<file path="config.mk">
export PLATFORM = sky130hd
export DESIGN_NAME = rf_tree_walker
export DESIGN_NICKNAME = d
export VERILOG_FILES = /design/src/rtl/rf_tree_walker.sv
export SDC_FILE = /design/constraint.sdc
export NUM_CORES = 1
export LEC_CHECK = 0
export ABC_AREA = 1
export BUFFER_PORTS_ARGS = -buffer_cell sky130_fd_sc_hd__buf_2
export CAP_MARGIN = 20
export CORE_AREA = 3 3 122 124
export DETAILED_ROUTE_END_ITERATION = 16
export DIE_AREA = 0 0 125 127
export PLACE_DENSITY = 0.51
export SLEW_MARGIN = 20
export SYNTH_ARGS = -nofsm -noshare
export SYNTH_HDL_FRONTEND = slang
export SYNTH_SLANG_ARGS = --single-unit
</file>
<file path="constraint.sdc">
create_clock -name clk -period 2.79 [get_ports clk]
set_input_delay 0.279 -clock clk [delete_from_list [all_inputs] [get_ports clk]]
set_output_delay 0.279 -clock clk [all_outputs]
set_load 0.005 [all_outputs]
</file>
<file path="src/rtl/rf_tree_walker.sv">
// Decision-tree traversal engine: walks internal nodes through an external
// signed comparator and returns the reached leaf class over valid/ready.
module rf_tree_walker #(
    parameter  int NODE_AW   = 10,
    parameter  int FEAT_AW   = 6,
    parameter  int CLASS_W   = 8,
    parameter  int COMP_LAT  = 2,
    parameter  int MAX_DEPTH = 31,
    localparam int NODE_W    = 1 + FEAT_AW + 24 + 2 * NODE_AW
) (
    input  logic               clk,
    input  logic               rst_n,
    input  logic               start_valid,
    output logic               start_ready,
    input  logic [NODE_AW-1:0] root_addr,
    output logic [NODE_AW-1:0] node_addr,
    input  logic [NODE_W-1:0]  node_rdata,
    output logic [FEAT_AW-1:0] feat_addr,
    input  logic [23:0]        feat_rdata,
    output logic [23:0]        cmp_din1,
    output logic [23:0]        cmp_din2,
    input  logic               cmp_le,
    output logic               res_valid,
    input  logic               res_ready,
    output logic [CLASS_W-1:0] res_class,
    output logic [5:0]         res_depth,
    output logic               res_err,
    output logic [2:0]         dbg_state_o
);

    localparam int RIGHT_LSB = 0;
    localparam int LEFT_LSB  = NODE_AW;
    localparam int THR_LSB   = 2 * NODE_AW;
    localparam int FIDX_LSB  = 2 * NODE_AW + 24;
    localparam int LEAF_BIT  = NODE_W - 1;
    localparam int CNT_W     = (COMP_LAT > 1) ? $clog2(COMP_LAT) : 1;

    typedef enum logic [2:0] {
        S_IDLE  = 3'd0,
        S_NADDR = 3'd1,
        S_NDATA = 3'd2,
        S_FDATA = 3'd3,
        S_CMP   = 3'd4,
        S_DONE  = 3'd5
    } state_t;

    state_t             state_q, state_d;
    logic [NODE_AW-1:0] cur_addr_q, cur_addr_d;
    logic [5:0]         depth_q, depth_d;
    logic [23:0]        thr_q, thr_d;
    logic [NODE_AW-1:0] left_q, left_d;
    logic [NODE_AW-1:0] right_q, right_d;
    logic [CNT_W-1:0]   cnt_q, cnt_d;
    logic [CLASS_W-1:0] res_class_q, res_class_d;
    logic               res_err_q, res_err_d;

    logic               node_is_leaf;
    assign node_is_leaf = node_rdata[LEAF_BIT];

    always_ff @(posedge clk) begin
        if (!rst_n) begin
            state_q     <= S_IDLE;
            cur_addr_q  <= '0;
            depth_q     <= '0;
            thr_q       <= '0;
            left_q      <= '0;
            right_q     <= '0;
            cnt_q       <= '0;
            res_class_q <= '0;
            res_err_q   <= 1'b0;
        end else begin
            state_q     <= state_d;
            cur_addr_q  <= cur_addr_d;
            depth_q     <= depth_d;
            thr_q       <= thr_d;
            left_q      <= left_d;
            right_q     <= right_d;
            cnt_q       <= cnt_d;
            res_class_q <= res_class_d;
            res_err_q   <= res_err_d;
        end
    end

    // Handshakes: a transfer happens on a rising edge where valid && ready;
    // the result fields stay frozen while res_valid is high and res_ready low.
    always_comb begin
        state_d     = state_q;
        cur_addr_d  = cur_addr_q;
        depth_d     = depth_q;
        thr_d       = thr_q;
        left_d      = left_q;
        right_d     = right_q;
        cnt_d       = cnt_q;
        res_class_d = res_class_q;
        res_err_d   = res_err_q;

        case (state_q)
            S_IDLE: begin
                if (start_valid) begin
                    cur_addr_d = root_addr;
                    depth_d    = '0;
                    state_d    = S_NADDR;
                end
            end
            S_NADDR: begin
                state_d = S_NDATA;
            end
            S_NDATA: begin
                thr_d   = node_rdata[THR_LSB +: 24];
                left_d  = node_rdata[LEFT_LSB +: NODE_AW];
                right_d = node_rdata[RIGHT_LSB +: NODE_AW];
                if (node_is_leaf) begin
                    res_class_d = node_rdata[THR_LSB +: CLASS_W];
                    res_err_d   = 1'b0;
                    state_d     = S_DONE;
                end else if (depth_q == 6'(MAX_DEPTH)) begin
                    res_class_d = '0;
                    res_err_d   = 1'b1;
                    state_d     = S_DONE;
                end else begin
                    state_d = S_FDATA;
                end
            end
            S_FDATA: begin
                cnt_d   = CNT_W'(COMP_LAT - 1);
                state_d = S_CMP;
            end
            S_CMP: begin
                // cmp_le is only trusted on the cycle the countdown expires.
                if (cnt_q == '0) begin
                    cur_addr_d = cmp_le ? left_q : right_q;
                    depth_d    = depth_q + 6'd1;
                    state_d    = S_NADDR;
                end else begin
                    cnt_d = cnt_q - CNT_W'(1);
                end
            end
            S_DONE: begin
                if (res_ready) begin
                    state_d = S_IDLE;
                end
            end
            default: begin
                state_d = S_IDLE;
            end
        endcase
    end

    assign start_ready = rst_n && (state_q == S_IDLE);
    assign node_addr   = cur_addr_q;
    assign feat_addr   = (state_q == S_NDATA) ? node_rdata[FIDX_LSB +: FEAT_AW] : '0;
    assign cmp_din1    = (state_q == S_FDATA) ? feat_rdata : '0;
    assign cmp_din2    = (state_q == S_FDATA) ? thr_q : '0;
    assign res_valid   = (state_q == S_DONE);
    assign res_class   = res_class_q;
    assign res_depth   = depth_q;
    assign res_err     = res_err_q;
    assign dbg_state_o = state_q;

endmodule
</file>
=== Word-level counts from Yosys, hierarchy flattened ===
Cells that the tools add are included.

* Word-level logic and storage cells: 50
* Output and inout bits: 84
* Register bits: 73

* Equal/unequal tests: 9
* Add/sub/neg operators: 2
* Reductions and logical operators: 8
* Muxes and demuxes: 22

{| class="wikitable"
|+ Operator list
! kind !! number
|-
| 2-to-1 mux 24 bit || 2
|-
| 2-to-1 mux 10 bit || 3
|-
| one-hot mux 10 bit (2 select lines) || 1
|-
| 2-to-1 mux 6 bit || 3
|-
| one-hot mux 3 bit (6 select lines) || 1
|-
| 2-to-1 mux 8 bit || 2
|-
| 2-to-1 mux 3 bit || 5
|-
| one-hot mux 6 bit (2 select lines) || 1
|-
| adder 6 x 1 -> 6 bit, second input constant || 1
|-
| == test 3 x 2 -> 1 bit, second input constant || 2
|-
| == test 3 bit, second input constant || 2
|-
| == test 6 x 5 -> 1 bit, second input constant || 1
|-
| AND reduction 3 bit || 2
|-
| nonzero test 2 bit || 3
|-
| inequality test 2 bit, second input constant || 2
|-
| == test 3 x 1 -> 1 bit, second input constant || 1
|-
| zero test 3 bit || 1
|-
| 2-to-1 mux 1 bit || 3
|-
| inequality test 2 x 1 -> 1 bit, second input constant || 1
|-
| one-hot mux 1 bit (2 select lines) || 1
|-
| AND reduction 2 bit || 1
|-
| logical AND 1 bit || 1
|-
| subtractor 1 bit, second input constant || 1
|}

=== Depth between registers and ports, before layout ===
Gate-level depths: netlist of run 1.

* Word-level depth: 4
* Depth in mapped cells: 8

=== Worst setup path before layout of run 1 ===
Ideal clock, no wire load.

* Path type: reg-to-output
* Start point: register state_q[2], in the netlist dbg_state_o[2]
* End point: output cmp_din1[10]
* Buffers on the path: 1
* Path slack: 1.487 ns
* Cell stages (with the launch flop): 5
* Data arrival time: 1.024 ns
* Path through: dfxtp_1 -> inv_2 -> nand3_1 -> clkbuf_1 -> nor2_1

* Cells in the longest elaborated chain, start to end: 2

{| class="wikitable"
|+ Ends and longest elaborated chain
! item !! line !! text
|-
| start: declaration || 47 || <nowiki>state_t state_q, state_d;</nowiki>
|-
| start signal: assignment || 72 || <nowiki>state_q <= state_d;</nowiki>
|-
| == test 3 x 2 -> 1 bit || 152 || <nowiki>assign cmp_din1 = (state_q == S_FDATA) ? feat_rdata : '0;</nowiki>
|-
| 2-to-1 mux 24 bit || 152 ||
|-
| end: declaration || 20 || <nowiki>output logic [23:0] cmp_din1,</nowiki>
|}

Every way passes these cells.

=== Final worst setup path of run 1 ===
* Start point: register state_q[1], in the netlist dbg_state_o[1]
* End point: output cmp_din2[11]

* Cells in the longest elaborated chain, start to end: 2

{| class="wikitable"
|+ Ends and longest elaborated chain
! item !! line !! text
|-
| == test 3 x 2 -> 1 bit || 153 || <nowiki>assign cmp_din2 = (state_q == S_FDATA) ? thr_q : '0;</nowiki>
|-
| 2-to-1 mux 24 bit || 153 ||
|-
| end: declaration || 21 || <nowiki>output logic [23:0] cmp_din2,</nowiki>
|}

Every way passes these cells.

==> results.md, run 1 <==
- Outcome: finished clean
- Starting density of the core: 24.69%
- Grt ovf: 0
- Commonest non-fill, non-tap cell in the layout: buf_2
- Worst Path Required: 2.51 ns
- Level count of the clock H-tree: 3
- Die Y: 127 microns
- Worst path top cell family by delay: simple AND/OR/NAND/NOR gates
- Die area: 15880 sq um
- Syn Nets: 622
- CP peak stage delay: 0.48 ns
- Pre-CTS WS: 0.6639 ns
- Critical path arrival: 1.91 ns
- Worst Skew: 0.007805 ns
- RePlAce Congestion: 0.7599
- Antenna violations before repair: 0
- Post-route antenna net violation count: 0
- Number of max-slew violations in the final report: 0
- WL final: 10120 microns
- Port Buf Inserts: 173
- Worst Hold Class: input pin to flop
- Crit path max fanout: 26
- 1st-iter DRT viols: 115
- GRT Util Overall: 12.41%
- RSZ-0062 raised after global routing: false
- Fin crit share: 78.38%
- Clock buffer depth: 2
- DR WL met2: 4402 microns
- LEAKAGE: 2.450 nW
- Max VDD drop: 0.1918 mV
- WP buf/inv: 2
- Compound-Gate Fraction of Synth Area: 15.08%
- Share of post-route cells with drive strength above 1: 29.64%
- Syn Inst Count: 531
- Crit path time final: 2.187 ns
- Final net count: 781
- Commonest non-fill, non-tap cells in the layout: buf_2, nor2_1, nand2_1
- Post-Synth XOR/XNOR Area: 0.2556%
- Mapped cell area: 3427 sq um
- Area Overhead vs Synth: 38.85%
- Setup TNS Final: 0 ns
- Clock Sink Count: 73
- WL met1: 4794 microns
- Startpoint Class: flop
- Post-Synth Simple-Gate Area: 27.42%
- Crit. End Element: output port
- Cell Chain, Critical Path: nand3_2 > buf_4 > nor2_1 > buf_2
- DR top layer: met4
- WL/cell: 11.57 microns
- CTS resizes: 0
- Synth Register Bits: 73
- Sequential area share after synthesis: 42.64%
- Vias after detailed routing: 3605
- Avg Cell Area, Syn: 6.454 sq um
- Ys Warns: 0
- WL met3: 702 microns
- Max frequency: 457.3 MHz
- Largest family of logic cells by synthesized area: simple AND/OR/NAND/NOR gates
- Mux cell area share after synthesis: 0%
- Largest net degree at the start of global routing: 52
- Cell area power density: 655.7 nW/um^2
- Worst-path clk slew: 0.06 ns
- I/O pin count: 174
- Fin cells: 875
- DR vias/cell: 4.120
- Worst-Margin Slew: 0.7067 ns
- Cell variety after synth: 27
- Drt drc: 0
- Core area: 13880 sq um
- Setup CP Type: flop to output port
- CTS tree: done
- Rel. slew slack: 52.84%
- HPWL Detailed: 7442 microns
- Adder-cell share of the synthesized area: 0.3651%
- Max Cap Violations: 0
- Final worst slack: 0.6031 ns
- Final setup fails: 0
- Final hold viol count: 0
- Die W: 125 microns
- Number of global-route vias before repair: 3173
- Ant diodes: 0
- # hold bufs at CTS: 0
- Placed cell count: 859
- Rows: 43
- Drt pass-1 iters: 4
- CP max stage cell: dfxtp_1
- Setup Buffers After CTS: 0
- Worst-skew pair later-pin latency: 0.34 ns
- CTS Buf Count: 9
- Root Buffer: clkbuf_16
- First-pass GRT wire length: 15600 microns
worst reg2reg max path, stage by stage, from the launching register on:
cell and delay [ns]:
dfxtp_1 0.48, nand3_2 0.44, inv_2 0.57, nand2_2 0.27
nand2_1 0.11, a21oi_1 0.07
sequential cells by signal, summed over array words and instances (netlist names):
signal       cells
thr_q           24
right_q         10
left_q          10
res_class        8
res_err          1
node_addr       10
cnt_q            1
dbg_state_o      3
res_depth        6
metal layers:
metal  vias up  track usage [%]
li1       1930                -
met1      1534            16.03
met2       127            19.17
met3        14            3.386
met4         0            6.122
met5         -                0
worst paths after layout:
kind | start | to | slack (ns) | depth (start not counted)
min | node_rdata[11] | left_q[1] | 0.20 | 3
min reg2reg | right_q[2] | right_q[2] | 0.45 | 2
max | dbg_state_o[1] | cmp_din2[11] | 0.60 | 4
max reg2reg | dbg_state_o[1] | res_class[4] | 0.69 | 5
cell type report:
type,instances,area (sq um)
Fill cell,1561,9123
Multi-Input combinational cell,336,1483
Sequential cell,73,1461
Timing Repair Buffer,177,895.9
Inverter,93,349.1
Clock buffer,9,225.2
Tap cell,180,225.2
Clock inverter,7,118.9
cells by family after synthesis:
logic type	after synthesis
xor gates and xnor gates	1
DFF	73
buffers and inverters	122
adders and majority gates	1
AOI/OAI and AO/OA	99
and+or+nand+nor	235
report_power, final:
| part | total [mW] | switching (mW) | internal, mW |
|---|---|---|---|
| clock network | 1.34 | 0.463 | 0.873 |
| logic | 0.569 | 0.352 | 0.217 |
| registers | 1.22 | 0.0540 | 1.16 |
| total | 3.12 | 0.869 | 2.25 |
synth_stat cells:
cell type	n	share of area, %
o21ai_0	46	6.7
o21a_1	1	0.22
nand2_2	3	0.55
o21ai_1	3	0.44
buf_6	1	0.33
nor2_2	1	0.18
inv_2	5	0.55
xor2_1	1	0.26
buf_2	9	1.3
buf_4	3	0.66
dfxtp_1	73	43
nand2_1	100	11
a211oi_1	1	0.22
nand3_1	18	2.6
nor3_1	2	0.29
nand3_2	2	0.58
a21oi_1	45	6.6
inv_1	88	9.6
a21oi_4	1	0.47
nand4_1	3	0.55
or2_0	1	0.18
nor2_1	105	12
o211ai_1	1	0.22
buf_1	1	0.11
clkbuf_1	15	1.6
o21bai_1	1	0.22
ha_1	1	0.37
per-stage QoR:
stage / instance area [sq um] / util (%) / hold slack (ns) / power, mW
finish: 4758 / 34.28 / 0.1970 / 3.120
global route: 4758 / 34.28 / 0.1845 / 3.312
CTS: 4758 / 34.28 / 0.1757 / 3.180
detailed placement: 4414 / 31.80 / 0.4453 / 1.818
global placement: 4414 / 31.80 / 0.4387 / 1.817
floorplan: 3427 / - / 0.4219 / 1.610
No activity file was read; power rests on OpenSTA's default activity.
==> run 2, diff against run 1 <==
--- a/config.mk
+++ b/config.mk
@@ -11,7 +11,7 @@
 export CORE_AREA = 3 3 122 124
 export DETAILED_ROUTE_END_ITERATION = 16
 export DIE_AREA = 0 0 125 127
-export PLACE_DENSITY = 0.51
+export PLACE_DENSITY = 0.53
 export SLEW_MARGIN = 20
 export SYNTH_ARGS = -nofsm -noshare
 export SYNTH_HDL_FRONTEND = slang
==> constraint.sdc (replaced) <==
create_clock -name clk -period 1.8 [get_ports clk]
set_input_delay 0.18 -clock clk [delete_from_list [all_inputs] [get_ports clk]]
set_output_delay 0.18 -clock clk [all_outputs]
set_load 0.005 [all_outputs]
==> results.md, run 2 (synthesized netlist as in run 1, its figures left out) <==
- Outcome: finished clean
- Worst-skew pair later-pin latency: 0.33 ns (about the same)
- Placed cell count: 865 (+0.70%)
- Die W: 125 microns (unchanged)
- Max reg flops: 24 (unchanged)
- CTS resizes: 0 (unchanged)
- Share of post-route cells with drive strength above 1: 29.81% (+0.17 points)
- Critical path arrival: 1.43 ns (-0.48 ns)
- WL/cell: 11.31 microns (-2.2%)
- Worst-path clk slew: 0.06 ns (about the same)
- Hold slack: 0.09894 ns (-0.09810 ns)
- Max frequency: 620.3 MHz
- Final setup fails: 0 (unchanged)
- 1st-iter DRT viols: 84 (-27%)
- Root Buffer: clkbuf_16
- Clock buffer depth: 2 (unchanged)
- Clock Sink Count: 73 (unchanged)
- Final net count: 787 (+0.77%)
- Fin cells: 881 (+0.69%)
- CTS tree: done
- Area post-placement: 4472 sq um (+1.3%)
- First-pass GRT wire length: 16090 microns (+3.1%)
- DR vias/cell: 4.129 (+0.23%)
- Number of global-route vias before repair: 3319 (+4.6%)
- Die Y: 127 microns (unchanged)
- Final core occ: 34.14% (-0.14 points)
- Rows: 43 (unchanged)
- Startpoint Class: flop
- Max Cap Violations: 0 (unchanged)
- Port Buf Inserts: 173 (unchanged)
- Largest net degree at the start of global routing: 55 (+5.8%)
- Level count of the clock H-tree: 3 (unchanged)
- Die area: 15880 sq um (unchanged)
- Crit. End Element: output port
- RSZ-0062 raised after global routing: false
- Vias after detailed routing: 3638 (+0.92%)
- GRT Util Overall: 12.54% (+0.13 points)
- LEAKAGE: 2.457 nW (+0.32%)
- Crit path time final: 1.612 ns
- Final worst slack: 0.1878 ns (-0.4153 ns)
- Cell area power density: 921.8 nW/um^2 (+41%)
- Worst Hold Class: input pin to flop
- Max VDD drop: 0.4444 mV (+130%)
- Starting density of the core: 24.69% (unchanged)
- Top reg by flops: thr_q
- Ant diodes: 0 (unchanged)
- Area Overhead vs Synth: 38.30%
- Antenna violations before repair: 1 (+1)
- Worst Path Required: 1.62 ns (-0.89 ns)
- RePlAce Congestion: 0.8203 (+7.9%)
- Commonest non-fill, non-tap cell in the layout: buf_2
- CTS Buf Count: 9 (unchanged)
- Final Power: 4.369 mW (+40%)
- Setup CP Type: flop to output port
- Post-route antenna net violation count: 0 (unchanged)
- I/O pin count: 174 (unchanged)
- Worst-Margin Slew: 0.4269 ns (-0.2797 ns)
- Number of max-slew violations in the final report: 0 (unchanged)
- Fin crit share: 89.57%
- Commonest non-fill, non-tap cells in the layout: buf_2, nor2_1, nand2_1
- HPWL Detailed: 7597 microns (+2.1%)
- Setup TNS Final: 0 ns (unchanged)
- WL final: 9963 microns (-1.6%)
- Worst Skew: 0.002891 ns (-0.004914 ns)
- Final hold viol count: 0 (unchanged)
- Drt pass-1 iters: 4 (unchanged)
- Pre-CTS WS: 0.3288 ns (-0.3351 ns)
- Crit path max fanout: 38 (+46%)
- Setup Buffers After CTS: 0 (unchanged)
- Rel. slew slack: 71.51% (+19 points)
- # hold bufs at CTS: 0 (unchanged)
- Grt ovf: 0 (unchanged)
- Core area: 13880 sq um (unchanged)
- Drt drc: 0 (unchanged)
- Fin area: 4740 sq um (-0.39%)
==> run 2: changes by cell type in the layout (fill, tap and decap cells not counted), sizes merged <==
cell	before	now
clkbuf	9	12
buf	177	183
clkinv	2	4
clkinvlp	2	0
bufinv	3	0
==> run 2: critical path: stages, from the launching register on <==
cell	delay, ns
dfxtp_1	0.45
inv_2	0.11
nand3_2	0.10
buf_8	0.23
nor2_1	0.07
buf_2	0.13
==> run 2: where the power goes <==
part           internal [mW]  switching, mW  leakage (nW)
Sequential              1.80         0.0860         0.595
Combinational          0.363          0.542          1.73
Clock                  0.924          0.654         0.130
==> run 2: path summary, 6_finish.rpt <==
path,startpoint,endpoint,slack [ns],cells after the start
hold reg to reg,right_q[8],right_q[8],0.45,2
hold / removal,node_rdata[19],left_q[9],0.1,3
setup / recovery,dbg_state_o[2],cmp_din1[8],0.19,5
setup reg to reg,res_depth[0],res_class[1],0.33,6
==> run 2: metal layers <==
metal	vias to the layer above	GRT usage, %	routed length (microns)	share of wire [%]
met2	124	20.59	4523	45
met5	-	0	13	0.13
met4	2	4.783	175	1.8
met3	16	3.344	711	7.1
met1	1550	15.81	4539	46
li1	1946	-	-	-
==> run 2: final cells by class <==
cell class / instances / area (sq um)
repair buffers: 183 / 964.7
flip-flops and latches: 73 / 1461
multi-input cells: 336 / 1483
clock inverters: 4 / 20.02
clock buffers: 12 / 236.5
inverters: 93 / 349.1
well taps: 180 / 225.2
fillers: 1562 / 9141
==> run 3, diff against run 2 <==
--- a/config.mk
+++ b/config.mk
@@ -8,10 +8,12 @@
 export ABC_AREA = 1
 export BUFFER_PORTS_ARGS = -buffer_cell sky130_fd_sc_hd__buf_2
 export CAP_MARGIN = 20
+export CELL_PAD_IN_SITES_DETAIL_PLACEMENT = 0
+export CELL_PAD_IN_SITES_GLOBAL_PLACEMENT = 1
 export CORE_AREA = 3 3 122 124
 export DETAILED_ROUTE_END_ITERATION = 16
 export DIE_AREA = 0 0 125 127
-export PLACE_DENSITY = 0.53
+export PLACE_DENSITY = 0.73
 export SLEW_MARGIN = 20
 export SYNTH_ARGS = -nofsm -noshare
 export SYNTH_HDL_FRONTEND = slang
==> results.md, run 3 (synthesized netlist as in run 1, its figures left out) <==
- Setup CP Type: flop to output port
- GRT Util Overall: 13.03% (+0.49 points)
- Level count of the clock H-tree: 3 (unchanged)
- Internal: 3.404 mW (+10%)
- Vias after detailed routing: 3688 (+1.4%)
- R2r setup slk: 0.29 ns (-0.04 ns)
- Worst Hold Class: input pin to flop
- Worst-skew pair later-pin latency: 0.34 ns (about the same)
- Outcome: finished clean
- 1st-iter DRT viols: 157 (+87%)
- Cell area power density: 979.8 nW/um^2 (+6.3%)
- Number of max-slew violations in the final report: 0 (unchanged)
- Die Y: 127 microns (unchanged)
- DR WL met2: 4792 microns (+5.9%)
- Sw power: 1.339 mW (+4.5%)
- First-pass GRT wire length: 16680 microns (+3.7%)
- Final net count: 788 (+0.13%)
- RSZ-0062 raised after global routing: false
- Seq pwr share: 39.7% (-3.5 points)
- Final worst slack: 0.1188 ns (-0.06901 ns)
- Setup Buffers After CTS: 0 (unchanged)
- DR vias/cell: 4.181 (+1.3%)
- Area Overhead vs Synth: 41.26%
- Starting density of the core: 24.69% (unchanged)
- Max Cap Violations: 0 (unchanged)
- I/O pin count: 174 (unchanged)
- WL final: 10870 microns (+9.1%)
- Commonest non-fill, non-tap cell in the layout: buf_2
- Comb pwr share: 19.8% (-0.9 points)
- Die W: 125 microns (unchanged)
- Top reg by flops: thr_q
- WL/cell: 12.32 microns (+8.9%)
- DR top layer: met4
- Hold slack: 0.09070 ns (-0.008240 ns)
- LEAKAGE: 2.502 nW (+1.8%)
- Share of post-route cells with drive strength above 1: 30.48% (+0.67 points)
- Largest net degree at the start of global routing: 79 (+44%)
- Port Buf Inserts: 173 (unchanged)
- Number of global-route vias before repair: 3348 (+0.87%)
- Max VDD drop: 0.4784 mV (+7.6%)
- Ant diodes: 0 (unchanged)
- Max reg flops: 24 (unchanged)
- Rows: 43 (unchanged)
- # fillers: 1560 (-0.13%)
- Clock buffer depth: 2 (unchanged)
- Final hold viol count: 0 (unchanged)
- Antenna violations before repair: 0 (-1)
- Post-route antenna net violation count: 0 (unchanged)
- Commonest non-fill, non-tap cells in the layout: buf_2, nor2_1, nand2_1
- Root Buffer: clkbuf_16
- Pre-CTS WS: 0.3795 ns (+0.05062 ns)
- RePlAce Congestion: 0.7550 (-8.0%)
- Crit. End Element: output port
- Clock Power Share: 40.5% (+4.4 points)
- Worst Path Required: 1.62 ns (about the same)
- Grt ovf: 0 (unchanged)
- WL met1: 4911 microns (+8.2%)
- Startpoint Class: flop
- Rel. slew slack: 70.94% (-0.57 points)
- CTS tree: done
- Worst-path clk slew: 0.06 ns (about the same)
- Die area: 15880 sq um (unchanged)
- Final setup fails: 0 (unchanged)
- Fin crit share: 93.40% (+3.8 points)
- Crit path max fanout: 39 (+2.6%)
- Switching Fraction: 28.23% (-1.1 points)
- Max frequency: 594.8 MHz (-4.1%)
- Critical path arrival: 1.50 ns (+0.07 ns)
- HPWL Detailed: 7827 microns (+3.0%)
- Core area: 13880 sq um (unchanged)
- Worst Skew: 0.004999 ns (+0.002108 ns)
- WL met3: 989 microns (+39%)
- Crit path time final: 1.681 ns (+0.06901 ns)
- Clock Sink Count: 73 (unchanged)
- Drt drc: 0 (unchanged)
- Setup TNS Final: 0 ns (unchanged)
- Drt pass-1 iters: 4 (unchanged)
- Worst-Margin Slew: 0.4354 ns (+0.008490 ns)
- CTS Buf Count: 9 (unchanged)
run 3: cell count changes in the layout (fill, tap and decap cells not counted), sizes merged:
cell,change
clkinv,-3
clkbuf,+2
bufinv,+1
clkinvlp,+1
run 3: timing repair:
action | in CTS | in global routing
hold buffers | 0 | 0
setup endpoints to repair | 0 | 45
resized for setup | 0 | 2
run 3: final timing paths:
path,from,endpoint,depth (start not counted)
min,node_rdata[12],left_q[2],3
max reg2reg,dbg_state_o[1],res_class[3],5
max,dbg_state_o[1],feat_addr[2],4
min reg2reg,right_q[0],right_q[0],2
run 3: power groups by stage:
stage	Combinational, mW	Clock (mW)	Sequential, mW
after floorplan	0.582	0	1.91
after CTS	0.931	1.97	1.89
final	0.938	1.92	1.88
after global routing	1.09	2.03	1.91
after detailed placement	0.927	0	1.92
after global placement	0.926	0	1.92
run 3: layer usage:
layer  GRT usage (%)  vias to the layer above
met5               0                        -
met4           5.357                        0
met3           4.473                       11
met2           21.04                      145
met1           15.95                     1578
li1                -                     1954
run 3: stage by stage:
step	utilization, %	instance area, sq um	std cells	total power, mW
finish	34.87	4841	882	4.743
global route	34.87	4841	882	5.023
CTS	34.66	4811	881	4.793
detailed placement	32.31	4484	865	2.850
global placement	32.31	4484	865	2.846
floorplan	-	3427	531	2.496
run 3: worst max-delay path, cell delays in order (launching register included):
cell and delay, ns:
dfxtp_1 0.47, nand3_2 0.23, buf_12 0.24, nor2_1 0.10
buf_2 0.12
run 3: layout make-up:
cell class	count	area (sq um)	share of cell area [%]
clock buffers	13	280.3	5.790
inverters	93	349.1	7.211
flip-flops and latches	73	1463	30.21
multi-input cells	336	1483	30.63
clock inverters	3	46.29	0.9563
repair buffers	184	994.7	20.55
well taps	180	225.2	4.652
